**src/rtl/spi_slave_sync.sv**
```systemverilog
// rtl/spi_slave_sync.sv - oversampled SPI slave with command/address decode and burst auto-increment
//
// All logic runs on clk; SPI_SCLK, SPI_MOSI and SPI_SS pass through 2-FF
// synchronisers and SCLK edges are detected on the synchronised copy.
// Optional feature macro: SPI_SLAVE_STATUS_EN (adds the status input,
// shifted out on MISO during the command word).
//
// Ports:
//   clk, rst_n      system clock (>= 4x SCLK), asynchronous active-low reset
//   SPI_SCLK        SPI clock from master (asynchronous)
//   SPI_MOSI        serial data from master
//   SPI_SS          slave select, active-low
//   SPI_MISO        serial data to master, MSb of shift_out (never tristated)
//   status          (SPI_SLAVE_STATUS_EN only) word presented during the command
//   addr            current register address
//   wr_data         last completed write word
//   wr_data_valid   1-clk strobe when wr_data is updated
//   rd_data         read data for addr
//   rd_data_ack     1-clk pulse when rd_data is captured into shift_out
//   busy            synchronised SS active
//   frame_err       1-clk pulse when SS deasserts mid-word
module spi_slave_sync #(
  parameter int unsigned       ADDR_W    = 7,
  parameter int unsigned       DATA_W    = 8,
  parameter bit                CPOL      = 1'b0,
  parameter bit                CPHA      = 1'b0,
  parameter logic [ADDR_W-1:0] WRAP_HI   = 7'd11,
  parameter logic [ADDR_W-1:0] WRAP_LO   = 7'd7,
  parameter logic [ADDR_W-1:0] HOLD_ADDR = 7'd15
) (
  input  logic              clk,
  input  logic              rst_n,
  input  logic              SPI_SCLK,
  input  logic              SPI_MOSI,
  input  logic              SPI_SS,
`ifdef SPI_SLAVE_STATUS_EN
  input  logic [DATA_W-1:0] status,
`endif
  output logic              SPI_MISO,
  output logic [ADDR_W-1:0] addr,
  output logic [DATA_W-1:0] wr_data,
  output logic              wr_data_valid,
  input  logic [DATA_W-1:0] rd_data,
  output logic              rd_data_ack,
  output logic              busy,
  output logic              frame_err
);

  localparam int unsigned       CNT_W = $clog2(DATA_W);
  localparam logic [CNT_W-1:0]  LAST  = CNT_W'(DATA_W - 1);

  typedef enum logic [1:0] {IDLE, CMD, WDATA, RDATA} state_t;
  state_t state, state_nx;

  logic sclk_s1, sclk_s2, sclk_d;
  logic mosi_s1, mosi_s2;
  logic ss_s1, ss_s2, ss_d;

  logic [CNT_W-1:0]  bit_cnt;
  logic [DATA_W-1:0] shift_in;
  logic [DATA_W-1:0] shift_out;
  logic              write_readn;
  logic              load_skip;
  logic              wr_go, rd_go, wr_inc, rd_inc;

  logic              sclk_rise, sclk_fall, lead, trail;
  logic              ss_fall, ss_rise, active;
  logic              sample_edge, shift_edge, word_last;
  logic [DATA_W-1:0] word;
  logic [ADDR_W-1:0] addr_next;

  always_ff @(posedge clk or negedge rst_n) begin
    if (!rst_n) begin
      sclk_s1 <= CPOL;
      sclk_s2 <= CPOL;
      sclk_d  <= CPOL;
      mosi_s1 <= 1'b0;
      mosi_s2 <= 1'b0;
      ss_s1   <= 1'b1;
      ss_s2   <= 1'b1;
      ss_d    <= 1'b1;
    end else begin
      sclk_s1 <= SPI_SCLK;
      sclk_s2 <= sclk_s1;
      sclk_d  <= sclk_s2;
      mosi_s1 <= SPI_MOSI;
      mosi_s2 <= mosi_s1;
      ss_s1   <= SPI_SS;
      ss_s2   <= ss_s1;
      ss_d    <= ss_s2;
    end
  end

  assign sclk_rise   = sclk_s2 & ~sclk_d;
  assign sclk_fall   = ~sclk_s2 & sclk_d;
  assign lead        = CPOL ? sclk_fall : sclk_rise;
  assign trail       = CPOL ? sclk_rise : sclk_fall;
  assign ss_fall     = ss_d & ~ss_s2;
  assign ss_rise     = ~ss_d & ss_s2;
  assign active      = (state != IDLE) && !ss_s2;
  assign sample_edge = active && (CPHA ? trail : lead);
  assign shift_edge  = active && (CPHA ? lead : trail);
  assign word_last   = sample_edge && (bit_cnt == LAST);
  assign word        = {shift_in[DATA_W-2:0], mosi_s2};
  assign addr_next   = (addr == WRAP_HI) ? WRAP_LO : addr + 1'b1;

  assign SPI_MISO = shift_out[DATA_W-1];
  assign busy     = ~ss_s2;

  always_ff @(posedge clk or negedge rst_n) begin
    if (!rst_n) state <= IDLE;
    else        state <= state_nx;
  end

  always_comb begin
    state_nx = state;
    if (ss_rise) begin
      state_nx = IDLE;
    end else if (ss_fall) begin
      state_nx = CMD;
    end else if (state == CMD && word_last) begin
      state_nx = word[DATA_W-1] ? WDATA : RDATA;
    end
  end

  always_ff @(posedge clk or negedge rst_n) begin
    if (!rst_n) begin
      bit_cnt       <= '0;
      shift_in      <= '0;
      shift_out     <= '0;
      write_readn   <= 1'b0;
      addr          <= '0;
      wr_data       <= '0;
      wr_data_valid <= 1'b0;
      rd_data_ack   <= 1'b0;
      frame_err     <= 1'b0;
      load_skip     <= 1'b0;
      wr_go         <= 1'b0;
      rd_go         <= 1'b0;
      wr_inc        <= 1'b0;
      rd_inc        <= 1'b0;
    end else begin
      wr_data_valid <= 1'b0;
      rd_data_ack   <= 1'b0;
      frame_err     <= 1'b0;
      wr_go         <= 1'b0;
      rd_go         <= 1'b0;
      wr_inc        <= 1'b0;
      rd_inc        <= 1'b0;

      // Completion pipeline: word -> strobe/load -> address increment.
      // It runs regardless of SS so a word finished just before SS rises
      // still produces its strobe.
      if (wr_go) begin
        wr_data       <= shift_in;
        wr_data_valid <= 1'b1;
        wr_inc        <= 1'b1;
      end
      if (rd_go) begin
        shift_out   <= rd_data;
        rd_data_ack <= 1'b1;
        rd_inc      <= 1'b1;
        load_skip   <= 1'b1;
      end
      if (wr_inc || (rd_inc && addr != HOLD_ADDR)) begin
        addr <= addr_next;
      end

      // A sample edge between a load and the next shift edge means the MSb
      // has already been seen by the master, so only an immediately
      // following shift edge is suppressed.
      if (shift_edge) begin
        if (load_skip) load_skip <= 1'b0;
        else           shift_out <= shift_out << 1;
      end

      if (sample_edge) begin
        shift_in  <= word;
        load_skip <= 1'b0;
        bit_cnt   <= word_last ? '0 : bit_cnt + 1'b1;
        if (word_last) begin
          case (state)
            CMD: begin
              write_readn <= word[DATA_W-1];
              addr        <= word[ADDR_W-1:0];
              rd_go       <= ~word[DATA_W-1];
            end
            WDATA:   wr_go <= 1'b1;
            RDATA:   rd_go <= 1'b1;
            default: ;
          endcase
        end
      end

      if (ss_rise) begin
        bit_cnt <= '0;
        if (state != IDLE && bit_cnt != '0) frame_err <= 1'b1;
      end

      if (ss_fall) begin
        bit_cnt   <= '0;
        load_skip <= 1'b1;
`ifdef SPI_SLAVE_STATUS_EN
        shift_out <= status;
`else
        shift_out <= '0;
`endif
      end
    end
  end

endmodule

```
**config.mk**
```make
export PLATFORM = sky130hd
export DESIGN_NAME = spi_slave_sync
export DESIGN_NICKNAME = d
export VERILOG_FILES = /design/src/rtl/spi_slave_sync.sv
export SDC_FILE = /design/constraint.sdc
export NUM_CORES = 1
export LEC_CHECK = 0
export BUFFER_PORTS_ARGS = -buffer_cell sky130_fd_sc_hd__buf_2
export CORE_UTILIZATION = 50
export DETAILED_ROUTE_END_ITERATION = 12
export MAX_ROUTING_LAYER = met4
export PLACE_DENSITY_LB_ADDON = 0.25
export SYNTH_ARGS = -nofsm -noshare
export SYNTH_HDL_FRONTEND = slang
export SYNTH_SLANG_ARGS = --single-unit
```
**constraint.sdc**
```tcl
create_clock -name clk -period 3.7 [get_ports clk]
set_input_delay 0 -clock clk [delete_from_list [all_inputs] [get_ports clk]]
set_output_delay 0 -clock clk [all_outputs]
set_load 0.05 [all_outputs]
```
# ---- Word level (Yosys, flattened, before mapping)
# Index checks and enable logic that the tools add are counted.
dict set report totals {
  out_inout_bits 20
  ff_bits 50
  input_bits 13
}
dict set report classes {
  n_reduce_logical 13
  muxes 32
  bitwise 9
  eq_ne 6
  addsub 2
}
# operator count
set ops {}
lappend ops {{$mux W7} 5}
lappend ops {{$mux W8} 4}
lappend ops {{$mux W1} 15}
lappend ops {{$mux W3} 4}
lappend ops {{$reduce_bool A3 Y1} 3}
lappend ops {{$add A7 B1 Y7 const B} 1}
lappend ops {{$eq A7 B4 Y1 const B} 1}
lappend ops {{$logic_and A1 B1 Y1} 7}
lappend ops {{$ne A7 B4 Y1 const B} 1}
lappend ops {{$mux W2} 3}
lappend ops {{$not A1 Y1} 5}
lappend ops {{$and A1 B1 Y1} 4}
lappend ops {{$eq A2 B2 Y1 const B} 2}
lappend ops {{$add A3 B1 Y3 const B} 1}
lappend ops {{$eq A3 B3 Y1 const B} 1}
lappend ops {{$eq A2 B1 Y1 const B} 1}
lappend ops {{$pmux W1 S2} 1}
lappend ops {{$reduce_bool A2 Y1} 1}
lappend ops {{$logic_not A1 Y1} 1}
lappend ops {{$logic_or A1 B1 Y1} 1}

# ---- Logic depth before layout (Yosys ltp)
# Gate-level depths: netlist of run 1.
dict set report depth {
  word_depth 8
  ltp_mapped 7
  depth_no_buf 6
}

# ---- Least setup slack after synthesis of run 1
# Ideal clock, no wire load.
dict set report synth_path {
  kind {reg-to-reg}
  start {reg ss_s2}
  end {reg state[0]}
  n_path_buf 1
  slack_ps 1931
  period_less_slack_ps 1769
  arrival_time_ps 1692
  stages_incl_launch_ff 8
  path_cell_list {dfstp_2 inv_1 ha_1 clkbuf_1 inv_1 a21oi_1 a21oi_1 a21oi_1}
}
dict set report synth_via {
  word_cells_on_any_way 11
}
# item line
set synth_rtl {}
lappend synth_rtl {{start, declared} 57} ;# logic ss_s1, ss_s2, ss_d;
lappend synth_rtl {{start signal, assigned} 89} ;# ss_s2 <= ss_s1;
lappend synth_rtl {{$not A1 Y1 *} n/a}
lappend synth_rtl {{named net busy} 45} ;# output logic busy,
lappend synth_rtl {{$and A1 B1 Y1 *} 98} ;# assign ss_fall = ss_d & ~ss_s2;
lappend synth_rtl {{$mux W2} 119} ;# end else if (ss_fall) begin
lappend synth_rtl {{$mux W2} 117} ;# if (ss_rise) begin
lappend synth_rtl {{end signal, assigned} 112} ;# else state <= state_nx;
lappend synth_rtl {{end, declared} 53} ;# state_t state, state_nx;
# The timed path passes the listed nets; every way through them passes the cells marked *.
# A chain may end at the register's enable or synchronous reset.

# ---- Worst setup path after layout of run 1
dict set report layout_path {
  start {reg bit_cnt[0]}
  end {reg addr[0]}
}
dict set report layout_via {
  elab_chain_cells 4
}
# item line
set layout_rtl {}
lappend layout_rtl {{start, declared} 59} ;# logic [CNT_W-1:0] bit_cnt;
lappend layout_rtl {{start signal, assigned} 180} ;# bit_cnt <= word_last ? '0 : bit_cnt + 1'b1;
lappend layout_rtl {{$eq A3 B3 Y1} 103} ;# assign word_last = sample_edge && (bit_cnt == LAST);
lappend layout_rtl {{$logic_and A1 B1 Y1} 103}
lappend layout_rtl {{$mux W7} 181} ;# if (word_last) begin
lappend layout_rtl {{$mux W7} 177} ;# if (sample_edge) begin
lappend layout_rtl {{end signal, assigned} 166} ;# addr <= addr_next;
lappend layout_rtl {{end signal, assigned} 185} ;# addr <= word[ADDR_W-1:0];
lappend layout_rtl {{end, declared} 40} ;# output logic [ADDR_W-1:0] addr,
# No other way between the ends.

==> run metrics, run 1 <==
Vias between 1.5k and 2k; RSZ-0062 raised after global routing false; row cnt 24; antenna-violating nets left 0; clock slew at reported path FFs 0.09 ns; fill count 369; TritonCTS clock tree done; max frequency 0.544 GHz; worst-path maximum fanout 10; setup bufs post-CTS 0; design area 2630 sq um; commonest non-fill, non-tap cell in the layout dfrtp_1; total global-route track usage 19.0%; drt first pass iters 4; unique cell type count in the Yosys netlist 38; Power, Total 1.30 mW; Synth area leaders dfrtp_1 (51%), mux2_2 (8.4%), mux2i_1 (4.8%), a211oi_2 (3.8%), dfstp_2 (3.4%); Synth-to-Final Area Change 15.0%; die area 4850 sq um; total clock sinks 50; share of cells above drive strength 1 32.2%; Fin. Hold Viols 0; largest net degree at the start of global routing 51; initial core utilization between 50 and 60%; Syn Inst Count 190; clk_skew approximately 0.0043 ns; number of global-route vias before repair approximately 1.5k; register area share after synthesis 54.9%; maximum buffer depth of the clock tree 2; top cell type's share of synthesized area 51.4%; TritonCTS buffer count 5; post-synth top area cell dfrtp_1; P_leak 1.24 nW; Cell Area, Synth 2290 sq um; Slew Viols, Final 0; crit path cell chain ha_1, ha_1, and4bb_2, nand2_2, and3_1, a211oi_1; syn_nets 209; Cell Pwr Density 494 nW/um^2; run status completed; 1st-iter DRT viols 72; Worst setup EP type register; final setup fails 0; number of I/O pins 33; final weighted congestion in routability-driven placement 0.831; initial antenna violation count 0; number of synthesized register bits 50; HPWL after detailed placement 2790 um; post-route clock period utilization approximately 50%; largest stage delay on the critical path a little over 0.4 ns; Die Ht slightly below 70 um; global-route wire length before repair 7070 um; CP arrival 2.06 ns; DRC 0; grt ovf 0; Placed Area 2480 sq um; Max-slew headroom 27.5%; Via density 5.50; ant diodes 0; post-route insts no fill 279; drt total wl ~4100 um; CP max-delay cell dfrtp_1; H-tree Lvls 2; crit path time final 1.84 ns; Post-layout nets 245; end-of-flow core utilization ~60%; Core Area around 4400 sq um; worst vdd ir 0.228 mV; Clock Latency Late Sink 0.30 ns; port buffer count 32; Placed Cells 267; post-DR wirelength/cell 14.8 um; startpoint types register; Top cell by count, worst path ha_1; Hold Crit Class primary input to register; TNS Setup 0 ns; commonest non-fill, non-tap cells in the layout dfrtp_1 (47), buf_2 (32), mux2_2 (17), nor2_1 (14); Die Span X 69.6 um; Root Driver clkbuf_8; crit path kind register to register; Worst-Margin Slew between 1 and 1.5 ns; Syn Area/Cell 12.0 sq um; max_cap viols 0; YS warnings 0; worst path required time 3.92 ns
[path summary, 6_finish.rpt]
check / slack (ns) / cells past startpoint / startpoint / end
worst min-delay path: 0.06 / 3 / rd_data[5] / shift_out[5]
min in group asynchronous: 0.43 / 2 / rst_n / addr[5]
max in group asynchronous: 2.60 / 2 / rst_n / sclk_d
worst min register to register: 0.36 / 0 / sclk_s1 / sclk_s2
worst max register to register: 1.86 / 6 / bit_cnt[0] / addr[0]
worst max-delay path: 1.86 / 6 / bit_cnt[0] / addr[0]
[metrics by stage]
step,hold WS (ns),setup WS [ns]
2_1_floorplan,-0.296,1.93
3_3_place_gp,0.106,1.94
3_5_place_dp,0.107,1.87
4_1_cts,0.0563,1.85
5_1_grt,0.0708,1.66
6_report,0.0640,1.86
[repair_timing]
action	4_1_cts	5_1_grt
endpoints found under the hold margin	50	0
resized for setup	0	0
hold buffers	4	0
[cell usage after synthesis, drive strengths merged]
| library cell | count |
|---|---|
| dfrtp | 47 |
| mux2 | 17 |
| nor2 | 15 |
| a211oi | 13 |
| inv | 11 |
| mux2i | 11 |
| nand2 | 11 |
| a21oi | 7 |
| ha | 6 |
| buf | 5 |
| nor3 | 5 |
| nand3 | 4 |
| nor2b | 4 |
| o21ai | 4 |
| a21boi | 3 |
| and3 | 3 |
| clkbuf | 3 |
| dfstp | 3 |
| and2 | 2 |
| nand2b | 2 |
| a221oi | 1 |
| a22o | 1 |
| a22oi | 1 |
| a31oi | 1 |
| a32o | 1 |
| a41oi | 1 |
| and4 | 1 |
| and4bb | 1 |
| nand3b | 1 |
| nor4b | 1 |
| o21a | 1 |
| o32ai | 1 |
| or4b | 1 |
| xnor2 | 1 |
[flip-flops by register name, summed over array words and instances (netlist names), 2 cells and up]
register,count
shift_out,8
bit_cnt,3
wr_data,8
addr,7
shift_in,8
state,2
[layer usage]
layer | part of all wire (%) | track usage (%) | vias up
met4 | 1.2 | 6.00 | 0
met5 | 0 | - | -
met1 | 48 | 25.8 | 752
met3 | 3.1 | 3.49 | 5
met2 | 47 | 29.2 | 32
li1 | - | - | 746
[area by class of cell]
type	count	area (sq um)	area share, %
Clock inverter	3	45.0	1.71
Inverter	11	41.3	1.57
Timing Repair Buffer	37	208	7.89
Clock buffer	5	68.8	2.62
Tap cell	52	65.1	2.47
Sequential cell	50	1250	47.7
Multi-Input combinational cell	121	948	36.0
[kinds of logic (layout without fill, tap and decap cells)]
logic type | Yosys count | after routing | share of synthesized area (%)
simple gates | 51 | 51 | 12.2
flops | 50 | 50 | 54.9
compound gates | 35 | 35 | 12.4
mux | 28 | 28 | 13.2
buf+inv | 19 | 56 | 3.67
fa+ha+maj | 6 | 6 | 3.28
xor+xnor | 1 | 1 | 0.383
[where the power goes]
group          switching, mW  internal (mW)
Clock                  0.184          0.201
Combinational          0.125         0.0921
Sequential            0.0774          0.621
Total                  0.386          0.914
[worst max-delay path: cells and delay by family (launching register included)]
kind / cells / cell delay [ns]
compound gates: 1 / 0.22
fa+ha+maj: 2 / 0.35
flops: 1 / 0.41
simple gates: 3 / 0.78
(Power assumes the default switching activity.)
==> run 2, diff against run 1 <==
==> constraint.sdc (replaced) <==
create_clock -name clk -period 1.76 [get_ports clk]
set_input_delay 0 -clock clk [delete_from_list [all_inputs] [get_ports clk]]
set_output_delay 0 -clock clk [all_outputs]
set_load 0.05 [all_outputs]
==> run metrics, run 2 (synthesis results as in run 1) <==
Power, Total 2.65 mW (+100%); fill count 364 (-1.4%); worst vdd ir 0.510 mV (+120%); TritonCTS clock tree done; Core Area 4380 sq um (unchanged); registers with the most flip-flops shift_in (8), shift_out (8), wr_data (8); final weighted congestion in routability-driven placement 0.846 (+1.9%); max_cap viols 0 (unchanged); largest net degree at the start of global routing 51 (unchanged); final setup fails 0 (unchanged); Post-layout nets 256 (+4.5%); startpoint types register; commonest non-fill, non-tap cell in the layout dfrtp_1; antenna-violating nets left 0 (unchanged); DRC 0 (unchanged); Worst-Margin Slew 0.621 ns (-0.467 ns); TritonCTS buffer count 5 (unchanged); share of power burned in combinational logic 18.8% (+2.1 points); grt ovf 0 (unchanged); HPWL after detailed placement 2810 um (+0.51%); worst path required time 2.01 ns (-1.91 ns); Via density 5.46 (-0.85%); hold slack final 0.0524 ns (-0.0117 ns); r2r setup slk 0.10 ns (-1.76 ns); Clock Latency Late Sink 0.30 ns (about the same); Die Span X 69.6 um (unchanged); P_leak 1.30 nW (+4.4%); CP arrival 1.91 ns (-0.15 ns); die area 4850 sq um (unchanged); sequential share of power 54.6% (+0.9 points); Sw Share 31.6% (+1.9 points); total global-route track usage 18.5% (-0.47 points); number of global-route vias before repair 1529 (+5.2%); run status completed; crit path kind register to register; commonest non-fill, non-tap cells in the layout dfrtp_1 (47), buf_2 (32), mux2_2 (17), nor2_1 (14), buf_4 (12); ant diodes 0 (unchanged); 1st-iter DRT viols 67 (-6.9%); Hold Crit Class primary input to register; total clock sinks 50 (unchanged); top sig layer met4; number of I/O pins 33 (unchanged); clk_skew 0.00726 ns (+0.00292 ns); initial core utilization 52.2% (unchanged); post-DR wirelength/cell 13.9 um (-5.8%); initial antenna violation count 0 (unchanged); Cell Pwr Density 974 nW/um^2 (+97%); Max-slew headroom 58.6% (+31 points); max frequency 0.603 GHz (+11%); Worst setup EP type register; Detail Route met2 WL 1960 um (+0.31%); Psw 840 uW (+120%); Root Driver clkbuf_8; Synth-to-Final Area Change 19.1%; drt first pass iters 4 (unchanged); post-route clock period utilization 94.2% (+44 points); Die Ht 69.6 um (unchanged); global-route wire length before repair 6940 um (-1.9%); crit path time final 1.66 ns (-0.183 ns); share of cells above drive strength 1 37.8% (+5.7 points); Metal-1 WL 1920 um (-4.0%); Fin. Hold Viols 0 (unchanged); clock slew at reported path FFs 0.10 ns (about the same); row cnt 24 (unchanged); clock share of power 26.6% (-3.0 points); TNS Setup 0 ns (unchanged); Vias 1582 (+3.1%); maximum buffer depth of the clock tree 2 (unchanged); drt total wl 4040 um (-2.1%); Slew Viols, Final 0 (unchanged); Cell Int Power 1.81 mW (+98%); routed wl met3 114 um (-9.5%); H-tree Lvls 2 (unchanged); worst-path maximum fanout 4 (-6); port buffer count 32 (unchanged)
run 2: cell count changes in the layout (fill, tap and decap cells not counted), moves of 2 or more:
cell	change
a211oi_2	+3
inv_6	+2
buf_4	+11
a211oi_1	-3
clkinvlp_4	-2
run 2: worst max-delay path, stage by stage, from the launching register on:
cell,delay (ns)
dfrtp_1,0.42
ha_1,0.21
ha_2,0.20
and4bb_4,0.21
buf_4,0.14
a221oi_1,0.29
a21oi_1,0.07
nand2_1,0.07
run 2: path summary, 6_finish.rpt:
kind | from | to | cells past startpoint
worst max-delay path | bit_cnt[0] | addr[5] | 7
worst min-delay path | rd_data[6] | shift_out[6] | 3
worst max register to register | bit_cnt[0] | addr[5] | 7
worst min register to register | sclk_s1 | sclk_s2 | 0
max in group asynchronous | rst_n | bit_cnt[1] | 3
min in group asynchronous | rst_n | addr[2] | 3
run 2: routing by layer:
layer  GRT usage [%]  vias to the layer above
met3            3.05                        5
met5               -                        -
met4            6.00                        0
met2            30.0                       33
met1            24.1                      777
li1                -                      767
run 2: what timing repair did:
item / 4_1_cts / 5_1_grt
setup endpoints to repair: 3 / 5
resized for setup: 1 / 6
hold endpoints to repair: 50 / 0
setup buffers: 0 / 2
hold buffers: 4 / 0
run 2: power groups by stage:
stage / logic [mW] / registers [mW] / clock network [mW]
2_1_floorplan: 0.258 / 1.53 / 0
3_3_place_gp: 0.475 / 1.47 / 0
3_5_place_dp: 0.481 / 1.48 / 0
4_1_cts: 0.489 / 1.45 / 0.721
5_1_grt: 0.547 / 1.48 / 0.757
6_report: 0.499 / 1.45 / 0.705
run 2: per-stage QoR:
stage	instance area, sq um	worst slack [ns]	instances	utilization [%]
floorplan	2290	0.0202	190	-
global placement	2540	0.0670	276	58.0
detailed placement	2540	0.00239	276	58.0
CTS	2680	0.0316	288	61.2
global route	2720	-0.000921	290	62.1
finish	2720	0.103	290	62.1
run 2: final cells by class:
class                           instances  area (sq um)  share of cell area [%]
Inverter                               11          41.3                    1.52
Clock inverter                          3          26.3                   0.965
Sequential cell                        50          1250                    46.1
Multi-Input combinational cell        121           977                    35.9
Clock buffer                            5          68.8                    2.53
Tap cell                               52          65.1                    2.39
Timing Repair Buffer                   48           290                    10.7
==> run 3, diff against run 2 <==
--- a/config.mk
+++ b/config.mk
@@ -5,6 +5,7 @@
 export SDC_FILE = /design/constraint.sdc
 export NUM_CORES = 1
 export LEC_CHECK = 0
+export ABC_AREA = 1
 export BUFFER_PORTS_ARGS = -buffer_cell sky130_fd_sc_hd__buf_2
 export CORE_UTILIZATION = 50
 export DETAILED_ROUTE_END_ITERATION = 12
@@ -13,3 +14,4 @@
 export SYNTH_ARGS = -nofsm -noshare
 export SYNTH_HDL_FRONTEND = slang
 export SYNTH_SLANG_ARGS = --single-unit
+export TNS_END_PERCENT = 30
==> run metrics, run 3 <==
Hold Crit Class primary input to register; r2r setup slk 0.24 ns (+0.14 ns); post-synth top area cell dfrtp_1; startpoint types register; reg-to-reg endpoint state[0]; post-DR wirelength/cell 11.9 um (-15%); Cell Pwr Density 1030 nW/um^2 (+6.1%); global-route wire length before repair 7150 um (+3.0%); crit path kind register to register; post-CTS sizing 0 (-1); registers with the most flip-flops shift_in (8), shift_out (8), wr_data (8); met2 GRT Util 28.9% (-1.1 points); clock slew at reported path FFs 0.08 ns (-0.02 ns); number of I/O pins 33 (unchanged); post-route clock period utilization 86.3% (-7.9 points); setup bufs post-CTS 0 (unchanged); Post-synth top cells dfrtp_1 (47), inv_1 (40), nand2_1 (40), o21ai_0 (25); final weighted congestion in routability-driven placement 0.835 (-1.3%); worst path required time 1.95 ns (-0.06 ns); register area share after synthesis 55.1% (+0.27 points); share of synthesized flip-flops with an asynchronous set or reset 100% (unchanged); worst r2r path cells 6 (-1); DRC 0 (unchanged); M1 GR Usage 25.8% (+1.8 points); commonest non-fill, non-tap cells in the layout dfrtp_1 (47), inv_1 (40), nand2_1 (40), buf_2 (32), o21ai_0 (25); grt ovf 0 (unchanged); top-count cell post-synth dfrtp_1; total clock sinks 50 (unchanged); Worst setup EP type register; initial core utilization 52.3% (+0.10 points); Vias 1709 (+8.0%); max_cap viols 0 (unchanged); unique cell type count in the Yosys netlist 30 (-21%); initial antenna violation count 0 (unchanged); r2r startpoint ss_s2; final setup fails 0 (unchanged); Critical path destination state[0]; HPWL after detailed placement 2970 um (+5.9%); Max-slew headroom 65.5% (+6.9 points); Core Area 4350 sq um (-0.68%); Synth-to-Final Area Change 18.4%; Syn Inst Count 248 (+31%); run status completed; maximum buffer depth of the clock tree 2 (unchanged); port buffer count 32 (unchanged); antenna-violating nets left 0 (unchanged); Post-layout nets 309 (+21%); peak-usage layer in the global routing report met2; Fin. Hold Viols 0 (unchanged); Root Driver clkbuf_8; total global-route track usage 19.2% (+0.62 points); YS warnings 0 (unchanged); share of cells above drive strength 1 21.0% (-17 points); met3 Resource Use GR 3.63% (+0.58 points); drt first pass iters 4 (unchanged); top cell type's share of synthesized area 51.7% (+0.25 points); die area 4830 sq um (-0.49%); worst vdd ir 0.598 mV (+17%); fill count 375 (+3.0%); H-tree Lvls 2 (unchanged); end-of-flow core utilization 61.9% (-0.26 points); worst-path maximum fanout 10 (+6); Slew Viols, Final 0 (unchanged); TritonCTS buffer count 5 (unchanged); Die Span X 69.5 um (-0.24%); Worst Setup SP ss_s2; crit path time final 1.52 ns (-0.139 ns); row cnt 24 (unchanged); Syn Area/Cell 9.18 sq um (-24%); TritonCTS clock tree done; TNS Setup 0 ns (unchanged); Synth area leaders dfrtp_1 (52%), inv_1 (6.6%), nand2_1 (6.6%), o21ai_0 (5.5%), a21oi_1 (4.6%); P_leak 1.41 nW (+9.0%); CP arrival 1.71 ns (-0.20 ns); max frequency 0.659 GHz (+9.1%); ant diodes 0 (unchanged); hold depth 5 (+2); Cell Area, Synth 2280 sq um (-0.49%); syn_nets 267 (+28%); Via density 4.98 (-8.7%); commonest non-fill, non-tap cell in the layout dfrtp_1; largest net degree at the start of global routing 30 (-41%); drt total wl 4070 um (+0.72%); Post-synth EDFFs 0 (unchanged); clk_skew 0.0110 ns (+0.00377 ns); Die Ht 69.5 um (-0.24%); 1st-iter DRT viols 83 (+24%); number of global-route vias before repair 1574 (+2.9%); Clock Latency Late Sink 0.31 ns (about the same); Top FF cell, synth dfrtp_1; Worst-Margin Slew 0.518 ns (-0.103 ns); RSZ-0062 raised after global routing false; number of synthesized register bits 50 (unchanged)
run 3: changes by cell type in the layout (fill, tap and decap cells not counted), moves of 11 or more:
cell / delta
mux2_2: -15
nand2_1: +30
a21oi_1: +14
o21ai_0: +21
mux2i_1: -11
inv_1: +29
run 3: power by group:
part	switching (mW)	internal [mW]	leakage, nW
registers	0.101	1.28	0.656
logic	0.287	0.147	0.687
clock network	0.369	0.606	0.0714
total	0.757	2.03	1.41
run 3: worst max-delay path, stage by stage (launching register included):
cell and delay, ns:
dfstp_2 0.59, inv_1 0.08, ha_1 0.21, inv_1 0.24, a21oi_1 0.11, a21oi_1 0.13
a21oi_1 0.05
run 3: layer usage:
metal | wire [um] | share of wire, %
met1 | 2020 | 50
met2 | 1840 | 45
met3 | 142 | 3.5
met4 | 65 | 1.6
met5 | 0 | 0
run 3: how the worst min path moves through the flow:
stage               startpoint            to  slack, ns
finish              rd_data[0]  shift_out[0]       0.05
global route        rd_data[0]  shift_out[0]       0.06
CTS                 rd_data[0]  shift_out[0]       0.04
detailed placement       rst_n    wr_data[1]      0.003
global placement         rst_n    wr_data[1]     -0.005
floorplan                rst_n       addr[0]      -0.30
run 3: cells by family after synthesis:
logic type	count (synthesis)	synth area share, %
multiplexers	2	0.989
XOR/XNOR	1	0.385
adder cells (fa/ha/maj)	6	3.30
AO/OA/AOI/OAI	56	13.9
flip-flops	50	55.1
buffers and inverters	45	8.03
AND/OR/NAND/NOR	88	18.3
run 3: per-stage QoR:
stage / cells / total power, mW / setup slack [ns] / hold slack, ns / area [sq um]
floorplan: 248 / 1.69 / 0.0655 / -0.296 / 2280
global placement: 331 / 1.82 / 0.227 / -0.00511 / 2510
detailed placement: 331 / 1.83 / 0.244 / 0.00318 / 2510
CTS: 343 / 2.81 / 0.201 / 0.0361 / 2690
global route: 343 / 2.93 / 0.0887 / 0.0590 / 2690
finish: 343 / 2.79 / 0.242 / 0.0501 / 2690
run 3: area by class of cell:
class	instances	area, sq um	share of cell area [%]
clock inverter	2	60.1	2.23
inverter	40	150	5.57
clock buffer	6	82.6	3.07
sequential	50	1250	46.6
multi-input combinational	153	838	31.1
tap	52	65.1	2.42
timing repair buffer	40	243	9.01
run 3: repair_timing:
item / CTS / global route
endpoints found under the setup margin: 0 / 0
endpoints found under the hold margin: 24 / 0
hold buffers: 4 / 0
